--- config.mk ---
export PLATFORM = sky130hd
export DESIGN_NAME = sccb_target_flat
export DESIGN_NICKNAME = d
export VERILOG_FILES = /design/src/rtl/sccb_target_if.sv /design/src/rtl/sccb_target.sv /design/src/flat_wrapper.sv
export SDC_FILE = /design/constraint.sdc
export NUM_CORES = 1
export LEC_CHECK = 0
export BUFFER_PORTS_ARGS = -buffer_cell sky130_fd_sc_hd__buf_2
export CAP_MARGIN = 20
export CORE_MARGIN = 2
export CORE_UTILIZATION = 61
export CTS_CLUSTER_DIAMETER = 150
export DETAILED_ROUTE_END_ITERATION = 10
export GPL_TIMING_DRIVEN = 1
export PLACE_DENSITY = 0.84
export SLEW_MARGIN = 20
export SYNTH_ARGS = -nofsm -noshare
export SYNTH_HDL_FRONTEND = slang
export SYNTH_SLANG_ARGS = --single-unit
--- constraint.sdc ---
create_clock -name clk -period 3.1 [get_ports clk]
set_input_delay 0.31 -clock clk [delete_from_list [all_inputs] [get_ports clk]]
set_output_delay 0.31 -clock clk [all_outputs]
set_load 0.01 [all_outputs]
--- src/rtl/sccb_target_if.sv ---
// Register-bus port of the SCCB target: the target (master) issues address, data and
// strobes; a register file or camera model (slave) returns read data one clk after reg_re.
interface sccb_target_if;
   logic [7:0] reg_addr;
   logic [7:0] reg_wdata;
   logic       reg_we;
   logic       reg_re;
   logic [7:0] reg_rdata;

   modport master (output reg_addr, output reg_wdata, output reg_we, output reg_re,
                   input  reg_rdata);
   modport slave  (input  reg_addr, input  reg_wdata, input  reg_we, input  reg_re,
                   output reg_rdata);
endinterface

--- src/rtl/sccb_target.sv ---
// SCCB responder: oversamples sioc/siod, decodes 3-phase writes and 2-phase write/read pairs.
// Optional macro SCCB_TARGET_ACK_EN drives an I2C-style 0 on the don't-care (9th) bits.
module sccb_target #(
   parameter logic [6:0] DEV_ID      = 7'h21,
   parameter int         SYNC_STAGES = 2
) (
   input  logic          clk,
   input  logic          resetn,
   input  logic          sioc_in,
   input  logic          siod_in,
   output logic          siod_o,
   output logic          siod_oe,
   output logic          busy,
   sccb_target_if.master rb
);

`ifdef SCCB_TARGET_ACK_EN
   localparam logic ACK_EN = 1'b1;
`else
   localparam logic ACK_EN = 1'b0;
`endif

   typedef enum logic [3:0] {
      IDLE, ID, ID_DC, SUB, SUB_DC, WDATA, WDATA_DC, RDATA, RDATA_NA, WAIT_STOP
   } state_t;

   logic [SYNC_STAGES-1:0] sioc_sync_q, sioc_sync_d;
   logic [SYNC_STAGES-1:0] siod_sync_q, siod_sync_d;
   logic                   sioc_prev_q, sioc_prev_d;
   logic                   siod_prev_q, siod_prev_d;
   state_t                 state_q, state_d;
   logic [2:0]             cnt_q, cnt_d;
   logic [7:0]             shift_q, shift_d;
   logic                   rw_q, rw_d;
   logic                   rd_done_q, rd_done_d;
   logic                   load_q, load_d;
   logic                   siod_o_q, siod_o_d;
   logic                   siod_oe_q, siod_oe_d;
   logic                   busy_q, busy_d;
   logic [7:0]             reg_addr_q, reg_addr_d;
   logic [7:0]             reg_wdata_q, reg_wdata_d;
   logic                   reg_we_q, reg_we_d;
   logic                   reg_re_q, reg_re_d;

   logic       sioc_s, siod_s;
   logic       ev_rise, ev_fall, ev_start, ev_stop;
   logic [7:0] byte_in;

   assign sioc_s = sioc_sync_q[SYNC_STAGES-1];
   assign siod_s = siod_sync_q[SYNC_STAGES-1];

   // Only sioc=1 is required for START/STOP, so they pre-empt a RISE seen in the same clk.
   assign ev_rise  = sioc_s & ~sioc_prev_q;
   assign ev_fall  = ~sioc_s & sioc_prev_q;
   assign ev_start = sioc_s & siod_prev_q & ~siod_s;
   assign ev_stop  = sioc_s & ~siod_prev_q & siod_s;
   assign byte_in  = {shift_q[6:0], siod_s};

   always_comb begin
      sioc_sync_d = {sioc_sync_q[SYNC_STAGES-2:0], sioc_in};
      siod_sync_d = {siod_sync_q[SYNC_STAGES-2:0], siod_in};
      sioc_prev_d = sioc_s;
      siod_prev_d = siod_s;
      state_d     = state_q;
      cnt_d       = cnt_q;
      shift_d     = shift_q;
      rw_d        = rw_q;
      rd_done_d   = rd_done_q;
      load_d      = reg_re_q;
      siod_o_d    = siod_o_q;
      siod_oe_d   = siod_oe_q;
      busy_d      = busy_q;
      reg_addr_d  = reg_addr_q;
      reg_wdata_d = reg_wdata_q;
      reg_we_d    = 1'b0;
      reg_re_d    = 1'b0;

      // Read data is captured one clk after the reg_re pulse.
      if (load_q) begin
         shift_d = rb.reg_rdata;
      end

      if (ev_start) begin
         state_d   = ID;
         cnt_d     = 3'd7;
         busy_d    = 1'b1;
         siod_oe_d = 1'b0;
         siod_o_d  = 1'b1;
         rd_done_d = 1'b0;
      end else if (ev_stop) begin
         state_d   = IDLE;
         busy_d    = 1'b0;
         siod_oe_d = 1'b0;
         siod_o_d  = 1'b1;
      end else begin
         unique case (state_q)
            IDLE: ;
            ID: begin
               if (ev_rise) begin
                  shift_d = byte_in;
                  if (cnt_q == 3'd0) begin
                     if (byte_in[7:1] != DEV_ID) begin
                        state_d = WAIT_STOP;
                     end else begin
                        rw_d     = byte_in[0];
                        reg_re_d = byte_in[0];
                        state_d  = ID_DC;
                     end
                  end else begin
                     cnt_d = cnt_q - 3'd1;
                  end
               end
            end
            ID_DC: begin
               if (ev_fall) begin
                  siod_oe_d = ACK_EN;
                  siod_o_d  = ~ACK_EN;
               end else if (ev_rise) begin
                  cnt_d   = 3'd7;
                  state_d = rw_q ? RDATA : SUB;
               end
            end
            SUB: begin
               if (ev_fall) begin
                  siod_oe_d = 1'b0;
                  siod_o_d  = 1'b1;
               end else if (ev_rise) begin
                  shift_d = byte_in;
                  if (cnt_q == 3'd0) begin
                     reg_addr_d = byte_in;
                     state_d    = SUB_DC;
                  end else begin
                     cnt_d = cnt_q - 3'd1;
                  end
               end
            end
            SUB_DC: begin
               if (ev_fall) begin
                  siod_oe_d = ACK_EN;
                  siod_o_d  = ~ACK_EN;
               end else if (ev_rise) begin
                  cnt_d   = 3'd7;
                  state_d = WDATA;
               end
            end
            WDATA: begin
               if (ev_fall) begin
                  siod_oe_d = 1'b0;
                  siod_o_d  = 1'b1;
               end else if (ev_rise) begin
                  shift_d = byte_in;
                  if (cnt_q == 3'd0) begin
                     reg_wdata_d = byte_in;
                     state_d     = WDATA_DC;
                  end else begin
                     cnt_d = cnt_q - 3'd1;
                  end
               end
            end
            WDATA_DC: begin
               if (ev_fall) begin
                  siod_oe_d = ACK_EN;
                  siod_o_d  = ~ACK_EN;
               end else if (ev_rise) begin
                  reg_we_d = 1'b1;
                  state_d  = WAIT_STOP;
               end
            end
            RDATA: begin
               // Each FALL presents shift_q[7]; the FALL after bit0's RISE releases the line.
               if (ev_fall) begin
                  if (rd_done_q) begin
                     siod_oe_d = 1'b0;
                     siod_o_d  = 1'b1;
                     state_d   = RDATA_NA;
                  end else begin
                     siod_oe_d = 1'b1;
                     siod_o_d  = shift_q[7];
                  end
               end else if (ev_rise) begin
                  shift_d = {shift_q[6:0], 1'b0};
                  if (cnt_q == 3'd0) begin
                     rd_done_d = 1'b1;
                  end else begin
                     cnt_d = cnt_q - 3'd1;
                  end
               end
            end
            RDATA_NA: begin
               if (ev_rise) begin
                  state_d = WAIT_STOP;
               end
            end
            WAIT_STOP: begin
               if (ev_fall) begin
                  siod_oe_d = 1'b0;
                  siod_o_d  = 1'b1;
               end
            end
            default: state_d = IDLE;
         endcase
      end
   end

   always_ff @(posedge clk or negedge resetn) begin
      if (!resetn) begin
         sioc_sync_q <= '1;
         siod_sync_q <= '1;
         sioc_prev_q <= 1'b1;
         siod_prev_q <= 1'b1;
         state_q     <= IDLE;
         cnt_q       <= 3'd0;
         shift_q     <= 8'd0;
         rw_q        <= 1'b0;
         rd_done_q   <= 1'b0;
         load_q      <= 1'b0;
         siod_o_q    <= 1'b1;
         siod_oe_q   <= 1'b0;
         busy_q      <= 1'b0;
         reg_addr_q  <= 8'd0;
         reg_wdata_q <= 8'd0;
         reg_we_q    <= 1'b0;
         reg_re_q    <= 1'b0;
      end else begin
         sioc_sync_q <= sioc_sync_d;
         siod_sync_q <= siod_sync_d;
         sioc_prev_q <= sioc_prev_d;
         siod_prev_q <= siod_prev_d;
         state_q     <= state_d;
         cnt_q       <= cnt_d;
         shift_q     <= shift_d;
         rw_q        <= rw_d;
         rd_done_q   <= rd_done_d;
         load_q      <= load_d;
         siod_o_q    <= siod_o_d;
         siod_oe_q   <= siod_oe_d;
         busy_q      <= busy_d;
         reg_addr_q  <= reg_addr_d;
         reg_wdata_q <= reg_wdata_d;
         reg_we_q    <= reg_we_d;
         reg_re_q    <= reg_re_d;
      end
   end

   assign siod_o       = siod_o_q;
   assign siod_oe      = siod_oe_q;
   assign busy         = busy_q;
   assign rb.reg_addr  = reg_addr_q;
   assign rb.reg_wdata = reg_wdata_q;
   assign rb.reg_we    = reg_we_q;
   assign rb.reg_re    = reg_re_q;

endmodule

--- src/flat_wrapper.sv ---
// flat-port wrapper written by rule: the top's interface ports become plain ports
module sccb_target_flat 
#(
   parameter logic [6:0] DEV_ID      = 7'h21,
   parameter int         SYNC_STAGES = 2
)
  (clk, resetn, sioc_in, siod_in, siod_o, siod_oe, busy, rb_reg_addr, rb_reg_wdata, rb_reg_we, rb_reg_re, rb_reg_rdata);
  sccb_target_if rb_i ();
  input  logic clk;
  input  logic resetn;
  input  logic sioc_in;
  input  logic siod_in;
  output logic siod_o;
  output logic siod_oe;
  output logic busy;
  output wire logic [$bits(rb_i.reg_addr)-1:0] rb_reg_addr;
  output wire logic [$bits(rb_i.reg_wdata)-1:0] rb_reg_wdata;
  output wire logic [$bits(rb_i.reg_we)-1:0] rb_reg_we;
  output wire logic [$bits(rb_i.reg_re)-1:0] rb_reg_re;
  input wire logic [$bits(rb_i.reg_rdata)-1:0] rb_reg_rdata;
  assign rb_reg_addr = rb_i.reg_addr;
  assign rb_reg_wdata = rb_i.reg_wdata;
  assign rb_reg_we = rb_i.reg_we;
  assign rb_reg_re = rb_i.reg_re;
  assign rb_i.reg_rdata = rb_reg_rdata;
  sccb_target #(.DEV_ID(DEV_ID), .SYNC_STAGES(SYNC_STAGES)) u_core (.clk(clk), .resetn(resetn), .sioc_in(sioc_in), .siod_in(siod_in), .siod_o(siod_o), .siod_oe(siod_oe), .busy(busy), .rb(rb_i));
endmodule
; After elaboration in Yosys (flattened, before gate mapping)
; Cells that the tools add are included.
[classes]
reduce_logical = 20
addsub = 1
n_mux = 68
n_eq_ne = 32
n_bitwise = 14
[ops]
columns = operator, n
row1 = two-way mux 4 bit, 19
row2 = two-way mux 8 bit, 7
row3 = inequality test 4 x 1 -> 1 bit (second input constant), 11
row4 = case mux 4 bit (9 select lines), 1
row5 = two-way mux 1 bit, 29
row6 = two-way mux 3 bit, 8
row7 = case mux 8 bit (3 select lines), 1
row8 = inequality test 4 bit (second input constant), 5
row9 = AND reduction 6 bit, 3
row10 = == test 4 x 3 -> 1 bit (second input constant), 4
row11 = AND reduction 16 bit, 1
row12 = AND reduction 5 bit, 2
row13 = case mux 3 bit (3 select lines), 1
row14 = == test 4 x 2 -> 1 bit (second input constant), 2
row15 = == test 4 bit (second input constant), 2
row16 = NOT 1 bit, 8
row17 = nonzero test 2 bit, 4
row18 = nonzero test 4 bit, 2
row19 = inequality test 7 x 6 -> 1 bit (second input constant), 1
row20 = AND 1 bit, 6
row21 = inequality test 3 x 1 -> 1 bit (second input constant), 2
row22 = inequality test 3 bit (second input constant), 2
row23 = OR reduction 2 bit, 3
row24 = OR reduction 6 bit, 1
row25 = other kinds (9), 10
[totals]
word_cells = 152
reg_bits = 45
in_bits = 12
output_inout_bits = 21

; Longest topological paths before layout
; Gate-level depths: netlist of run 1.
[logic_depth]
word_depth = 7
mapped_depth = 8
mapped_depth_nobuf = 7

; Worst setup path before layout of run 1
; No wires, ideal clock.
[synth_path]
path_type = register to register
from = reg u_core.siod_prev_q
to = reg u_core.reg_addr_q[0] (netlist: u_core.rb.reg_addr[0])
period_less_slack_ps = 1881
arrival_time_ps = 1756
path_buffers = 1
required_ps = 2975
stages_incl_launch_ff = 6
setup_slack_ps = 1219
setup_time_ps = 125
path_cell_list = dfstp_2 buf_2 xor2_1 nand2_1 nand4_1 mux2_2
[synth_between]
elab_chain_len = 5
elab_cells_between_ends = 8
classes_between = bitwise (7) / reduce/logical (1)
[synth_lines]
columns = item, line
row1 = start: declaration, sccb_target.sv:30  ; logic siod_prev_q, siod_prev_d;
row2 = start signal: assignment, sccb_target.sv:228  ; siod_prev_q <= siod_prev_d;
row3 = NOT 1 bit, sccb_target.sv:56  ; assign ev_stop = sioc_s & ~siod_prev_q & siod_s;
row4 = AND 1 bit (2 in a row), sccb_target.sv:56
row5 = NOT 1 bit (no source line), -
row6 = AND reduction 6 bit (no source line) (*), -
row7 = end signal: assignment, sccb_target.sv:238  ; reg_addr_q <= reg_addr_d;
row8 = end: declaration, sccb_target.sv:40  ; logic [7:0] reg_addr_q, reg_addr_d;
; Every way passes the cells marked *; elsewhere a longest branch is shown, timed or not.
; A chain may end at the register's enable or synchronous reset.

; Worst setup path after layout of run 1
[layout_path]
from = reg u_core.cnt_q[0]
to = reg u_core.reg_addr_q[5] (netlist: u_core.rb.reg_addr[5])
[layout_between]
elab_chain_len = 2
[layout_lines]
columns = item, line
row1 = start: declaration, sccb_target.sv:32  ; logic [2:0] cnt_q, cnt_d;
row2 = start signal: assignment, sccb_target.sv:230  ; cnt_q <= cnt_d;
row3 = zero test 3 bit, sccb_target.sv:129  ; if (cnt_q == 3'd0) begin
row4 = AND reduction 6 bit (no source line), -
; No other way between the ends.

==> flow_summary.toml, run 1 <==
[status]
status = "complete, but fails checks"
failed_checks = "hold timing"

[global_route]
grt_pass1_vias = 1600
gr-total-overflow = 0
grt_use_total = 0.240
antenna_found_initial = 0
grt_max_degree = 46
grt_first_pass_wirelength_mm = 7.65

[cts]
cts_resized = 0
path_clk_slew_ps = 90
cts_hold_buf = 0
worstSkewPairLatency_ps = 300
cts_buffers = 5
htreeDepth = 2
clockBufferDepth = 2
clock_sinks = 45
ctsRootBufferMaster = "clkbuf_8"
cts_tree = "built"
cts_setup_buffers = 0

[floorplan]
num_rows = 22
start_util = 0.625
die_w_um = 64.8
ios = 33
dieHeight_um = 64.8
core_um2 = 3610
die_area_um2 = 4190

[critical_path]
critPathLaunchType = "register"
reg2reg_depth = 6
required_ps = 3290
arrival_ps = 2560
r2r_setup_slack_ps = 730
reg2reg_from = "u_core.cnt_q[0]$_DFFE_PN0P_"
slowest_stage = "nand4_1"
crit_chain = "inv_1, ha_1, nand2b_1, nor3b_1, nand4_1, mux2_2"
timing.rr.end = "u_core.rb.reg_addr[5]$_DFFE_PN0P_"
cpPeakStageDelay_ps = 580
path_max_fanout = 8
path_class = "reg2reg"
endpoint_kind = "register"

[power_and_ir_drop]
p_int_mw = 1.02
powerDensity_nw_per_um2 = 634
ir_drop_mv = 0.392
power_frac_seq = 0.505
total_power_mw = 1.59
pwr-share-comb = 0.265
power_leakage_nw = 1.15
switching_share = 0.357
p_sw_mw = 0.566
power_frac_clock = 0.230

[cells_and_area]
nets = 250
ff_latch_area_um2 = 1130
num-fill-cells = 294
layout-drive-gt1-share = 0.300
area_growth_pct = 11.1
multi_input_area_um2 = 1040
n_antenna_cell = 0

[route]
drc = 0
first_iter_violations = 161
vias = 1683
drtPass1Iterations = 4
avgViaCountPerCell = 5.91
wire_per_inst_um = 16.1
antenna_left = 0
routed_wl_mm = 4.58

[placed_design]
dp_hpwl_mm = 3.16
place.gp.congestion = 0.968
portBuffers = 32

[yosys]
synth_area_leaders = "dfrtp_1 (42%), mux2_2 (8.5%), dfstp_2 (8.2%)"
ys_ff_latch = 45
synth_top_area_cell = "dfrtp_1"
synth_fp_nets = 223
ys_warn_count = 0
avgSynthCellArea_um2 = 10.8
ys_types = 50
synth_area_um2 = 2250
synth_top_area_share = 0.422
yosysSeqAreaShare = 0.504
synth-edff-count = 0
ys_async_sr_fraction = 1.00
synth-main-ff-cell = "dfrtp_1"
syn_inst = 209

[sta]
slew_headroom = 0.567
hold_viol = 36
finalCriticalPeriod_ps = 2370
rsz0062_at_grt = "no"
finalSetupTns_ps = 0
finalSetupViolations = 0
max_freq_mhz = 422
finClkSkew_ps = 6.58
fin_crit_sh = 0.764
holdWs_ps = -14.5
slew_viol_final = 0
worstMarginPinSlew_ps = 645

[run]
cap_violations = 0

[min_path]
hold_class = "in2async"
-- registers in the layout (all words and copies together) (netlist names), 2 cells and up --
| register | cells |
|---|---|
| u_core.rb.reg_wdata | 8 |
| u_core.state_q | 4 |
| u_core.cnt_q | 3 |
| u_core.shift_q | 8 |
| u_core.sioc_sync_q | 2 |
| u_core.rb.reg_addr | 8 |
| u_core.siod_sync_q | 2 |
-- worst max-delay path by stage --
stage	cells after the start	slack (ps)	end	startpoint
2_1_floorplan	5	1220	u_core.rb.reg_addr[0]$_DFFE_PN0P_	u_core.siod_prev_q$_DFF_PN1_
3_3_place_gp	6	830	u_core.rb.reg_addr[5]$_DFFE_PN0P_	u_core.cnt_q[0]$_DFFE_PN0P_
3_5_place_dp	4	830	u_core.rb.reg_addr[5]$_DFFE_PN0P_	u_core.siod_sync_q[1]$_DFF_PN1_
4_1_cts	4	810	u_core.rb.reg_addr[1]$_DFFE_PN0P_	u_core.siod_sync_q[1]$_DFF_PN1_
5_1_grt	4	620	u_core.rb.reg_addr[0]$_DFFE_PN0P_	u_core.siod_sync_q[1]$_DFF_PN1_
6_report	6	730	u_core.rb.reg_addr[5]$_DFFE_PN0P_	u_core.cnt_q[0]$_DFFE_PN0P_
-- layout by cell type (no fill, tap or decap), types with 2 or more instances in the layout --
cell / Yosys / layout
buf_2: 4 / 31
inv_1: 4 / 4
nor4_1: 2 / 2
clkbuf_8: 0 / 5
o21ai_0: 8 / 8
nor2b_1: 4 / 4
or2_2: 2 / 2
mux2i_1: 8 / 8
a21oi_1: 18 / 18
nand3b_1: 3 / 3
dfrtp_1: 38 / 38
and3_1: 2 / 2
ha_1: 2 / 2
a32o_1: 2 / 2
nor2_1: 17 / 17
xor2_1: 3 / 3
nor3b_1: 4 / 4
o22ai_1: 3 / 3
nand3_1: 2 / 2
nand2_1: 15 / 15
nand2b_1: 4 / 4
and2_1: 2 / 2
dfstp_2: 7 / 7
a31oi_1: 3 / 3
nor3_1: 4 / 4
a21boi_0: 2 / 2
mux2_2: 17 / 17
-- cell usage after synthesis (2+ instances only) --
| library cell | number |
|---|---|
| dfrtp_1 | 38 |
| a21oi_1 | 18 |
| mux2_2 | 17 |
| nor2_1 | 17 |
| nand2_1 | 15 |
| mux2i_1 | 8 |
| o21ai_0 | 8 |
| dfstp_2 | 7 |
| buf_2 | 4 |
| clkbuf_1 | 4 |
| inv_1 | 4 |
| nand2b_1 | 4 |
| nor2b_1 | 4 |
| nor3_1 | 4 |
| nor3b_1 | 4 |
| a31oi_1 | 3 |
| buf_4 | 3 |
| nand3b_1 | 3 |
| o22ai_1 | 3 |
| xor2_1 | 3 |
| a21boi_0 | 2 |
| a32o_1 | 2 |
| and2_1 | 2 |
| and3_1 | 2 |
| ha_1 | 2 |
| nand3_1 | 2 |
| nor4_1 | 2 |
| or2_2 | 2 |
-- metrics by stage --
stage | std cells | util | hold slack, ps | setup WS [ps] | instance area, µm²
finish | 285 | 0.694 | -14.5 | 732 | 2500
detailed placement | 277 | 0.668 | 347 | 825 | 2410
global placement | 277 | 0.668 | 346 | 832 | 2410
CTS | 285 | 0.693 | 93.9 | 810 | 2500
global route | 285 | 0.694 | 33.2 | 623 | 2500
floorplan | 209 | - | 14.4 | 1220 | 2250
-- per-layer routing --
metal / up-vias / wire, µm / GRT usage
li1: 812 / - / -
met1: 810 / 2160 / 0.353
met2: 51 / 2080 / 0.356
met3: 10 / 285 / 0.0608
met4: 0 / 56 / 0.0691
met5: - / 0 / 0
-- critical path, delay by kind of cell (launching register included) --
kind / cells / cell delay [ps]
adders and majority gates: 1 / 170
muxes: 1 / 480
buffers and inverters: 1 / 90
DFF: 1 / 390
and+or+nand+nor: 3 / 1130
-- cells by family (layout without fill, tap and decap cells) --
| kind of cell | count (synthesis) | after routing | share of synthesized area |
|---|---|---|---|
| AOI/OAI and AO/OA | 47 | 47 | 0.136 |
| xor gates and xnor gates | 3 | 3 | 0.0117 |
| adders and majority gates | 2 | 2 | 0.0111 |
| buffers and inverters | 16 | 44 | 0.0344 |
| DFF | 45 | 45 | 0.504 |
| muxes | 25 | 25 | 0.121 |
| and+or+nand+nor | 71 | 71 | 0.182 |
-- power groups by stage --
| stage | Clock [mW] | Sequential (mW) | Combinational (mW) |
|---|---|---|---|
| finish | 0.365 | 0.801 | 0.421 |
| global route | 0.402 | 0.815 | 0.474 |
| CTS | 0.372 | 0.795 | 0.418 |
| detailed placement | 0 | 0.807 | 0.413 |
| global placement | 0 | 0.801 | 0.405 |
| floorplan | 0 | 0.741 | 0.379 |
-- area by class of cell --
cell class | count | area share
timing repair buffer | 32 | 0.0650
multi-input combinational | 148 | 0.416
clock inverter | 3 | 0.00850
clock buffer | 5 | 0.0275
tap | 48 | 0.0240
inverter | 4 | 0.00600
sequential | 45 | 0.454
Power figures use the tool's default switching activity.
==> run 2, diff against run 1 <==
- ABC_AREA: default -> 1
- CORE_UTILIZATION: 61 -> 57
- PLACE_DENSITY: 0.84 -> 0.79
- clock period: 3.1 -> 2.3 ns (I/O delays scaled with it)
==> run 2 against run 1 <==
  * The flow now finishes without violations
  * Critical path type unchanged
  * Combinational power up 94%
  * Power up 55%
  * Critical endpoint is now u_core.rb.reg_addr[7]$_DFFE_PN0P_
  * Clock skew up 5.0 ps
  * Fmax up 31%
  * Critical path depth up 3
==> flow_summary.toml, run 2 <==
[critical_path]
required_ps = 2500
timing.rr.end = "u_core.rb.reg_addr[7]$_DFFE_PN0P_"
reg2reg_depth = 9
reg2reg_from = "u_core.cnt_q[0]$_DFFE_PN0P_"
path_max_fanout = 16
critical_path.endpoint = "u_core.rb.reg_addr[7]$_DFFE_PN0P_"
cp-startpoint = "u_core.cnt_q[0]$_DFFE_PN0P_"
path_class = "reg2reg"
endpoint_kind = "register"
arrival_ps = 2000
critPathLaunchType = "register"
r2r_setup_slack_ps = 490

[floorplan]
start_util = 0.594
ios = 33
die_w_um = 68.8
core_um2 = 4030
num_rows = 23
die_area_um2 = 4740
dieHeight_um = 68.8

[yosys]
syn_inst = 293
ys_async_sr_fraction = 1.00
yosys.cell_count.top_type = "nand2_1"
ys_ff_latch = 45
ys_warn_count = 0
synth_top_area_cell = "dfrtp_1"
ys_types = 30
synth_common_cells = "nand2_1 (97), dfrtp_1 (38), nor2_1 (32), inv_1 (22), o21ai_2 (21)"
yosysSeqAreaShare = 0.474
synth_fp_nets = 307
synth_area_um2 = 2390
synth-main-ff-cell = "dfrtp_1"
synth_area_leaders = "dfrtp_1 (40%), nand2_1 (15%), dfstp_2 (7.7%)"
synth_top_area_share = 0.397
synth-edff-count = 0
avgSynthCellArea_um2 = 8.17

[min_path]
hold_class = "in2reg"

[sta]
finalSetupViolations = 0
finalSetupTns_ps = 0
max_freq_mhz = 554
finalCriticalPeriod_ps = 1810
rsz0062_at_grt = "no"
hold_viol = 0
slew_viol_final = 0
worstMarginPinSlew_ps = 538
slew_headroom = 0.641
finClkSkew_ps = 11.6
holdWs_ps = 26.1
fin_ws_ps = 494
fin_crit_sh = 0.785

[placed_design]
portBuffers = 32
post-place-ws_ps = 512
place.gp.congestion = 0.883
dp.cells = 372
dp_hpwl_mm = 3.64

[run]
cap_violations = 0

[route]
drtPass1Iterations = 4
routed_wl_mm = 4.91
avgViaCountPerCell = 5.26
first_iter_violations = 158
antenna_left = 0
wire_per_inst_um = 12.9
drc = 0
vias = 2009

[power_and_ir_drop]
power_leakage_nw = 1.45
powerDensity_nw_per_um2 = 900
ir_drop_mv = 0.921

[cts]
ctsRootBufferMaster = "clkbuf_8"
cts_resized = 0
cts_hold_buf = 2
clockBufferDepth = 2
htreeDepth = 2
worstSkewPairLatency_ps = 310
cts_setup_buffers = 0
path_clk_slew_ps = 90
clock_sinks = 45
cts_tree = "built"
cts_buffers = 5

[cells_and_area]
num-fill-cells = 344
layout-drive-gt1-share = 0.286
stdcell_count = 382
area_growth_pct = 13.8
n_antenna_cell = 0
layout_common_cells = "nand2_1 (97), dfrtp_1 (38), nor2_1 (32), buf_2 (32), inv_1 (22)"
nets = 345
multi_input_area_um2 = 1100
ff_latch_area_um2 = 1130
final_common_cell = "nand2_1"

[status]
status = "finished, final reports clean"

[global_route]
antenna_found_initial = 0
grt_pass1_vias = 1892
grt_first_pass_wirelength_mm = 8.39
grt_use_total = 0.242
grt_max_degree = 46
gr-total-overflow = 0
[run 2: per-layer routing]
layer  global-route usage  vias up  wire [µm]
met2                0.392       53       2300
met1                0.317      930       2240
met4               0.0882        0        106
li1                     -     1015          -
met3               0.0552       11        266
met5                    0        -          0
[run 2: final cells by class]
type                            count  area share
Timing Repair Buffer               36      0.0716
Clock inverter                      3      0.0184
Multi-Input combinational cell    213       0.404
Inverter                           30      0.0413
Tap cell                           50      0.0229
Sequential cell                    45       0.416
Clock buffer                        5      0.0252
[run 2: cells by family after synthesis]
logic type / share of synthesized area
simple gates: 0.326
xor+xnor: 0.00366
compound gates: 0.117
mux: 0.00418
fa+ha+maj: 0.0104
buf+inv: 0.0658
flops: 0.474
[run 2: how the worst min path moves through the flow]
| stage | startpoint | end | depth (start not counted) |
|---|---|---|---|
| finish | siod_in | u_core.siod_sync_q[0]$_DFF_PN1_ | 1 |
| global route | siod_in | u_core.siod_sync_q[0]$_DFF_PN1_ | 1 |
| CTS | siod_in | u_core.siod_sync_q[0]$_DFF_PN1_ | 1 |
| detailed placement | resetn | u_core.shift_q[5]$_DFF_PN0_ | 2 |
| global placement | resetn | u_core.shift_q[5]$_DFF_PN0_ | 2 |
| floorplan | resetn | u_core.busy$_DFFE_PN0N_ | 0 |
[run 2: worst max-delay path, cell delays in order (launching register included)]
cell and delay [ps]:
dfrtp_1 400, inv_1 90, ha_1 140, inv_1 60
nor2_4 190, nand2_4 90, nor2_1 130, nand3_2 330
nand2_1 200, o21ai_2 70
[run 2: per-stage QoR]
step	total power [mW]	util	cell area, µm²
finish	2.45	0.677	2730
global route	2.63	0.677	2730
floorplan	1.64	-	2390
CTS	2.47	0.677	2730
detailed placement	1.84	0.642	2590
global placement	1.82	0.642	2590
[run 2: report_power, final]
| group | internal, mW | total (mW) | leakage [nW] | switching (mW) |
|---|---|---|---|---|
| Clock | 0.333 | 0.620 | 0.0603 | 0.287 |
| Sequential | 0.926 | 1.02 | 0.580 | 0.0903 |
| Combinational | 0.262 | 0.818 | 0.808 | 0.556 |
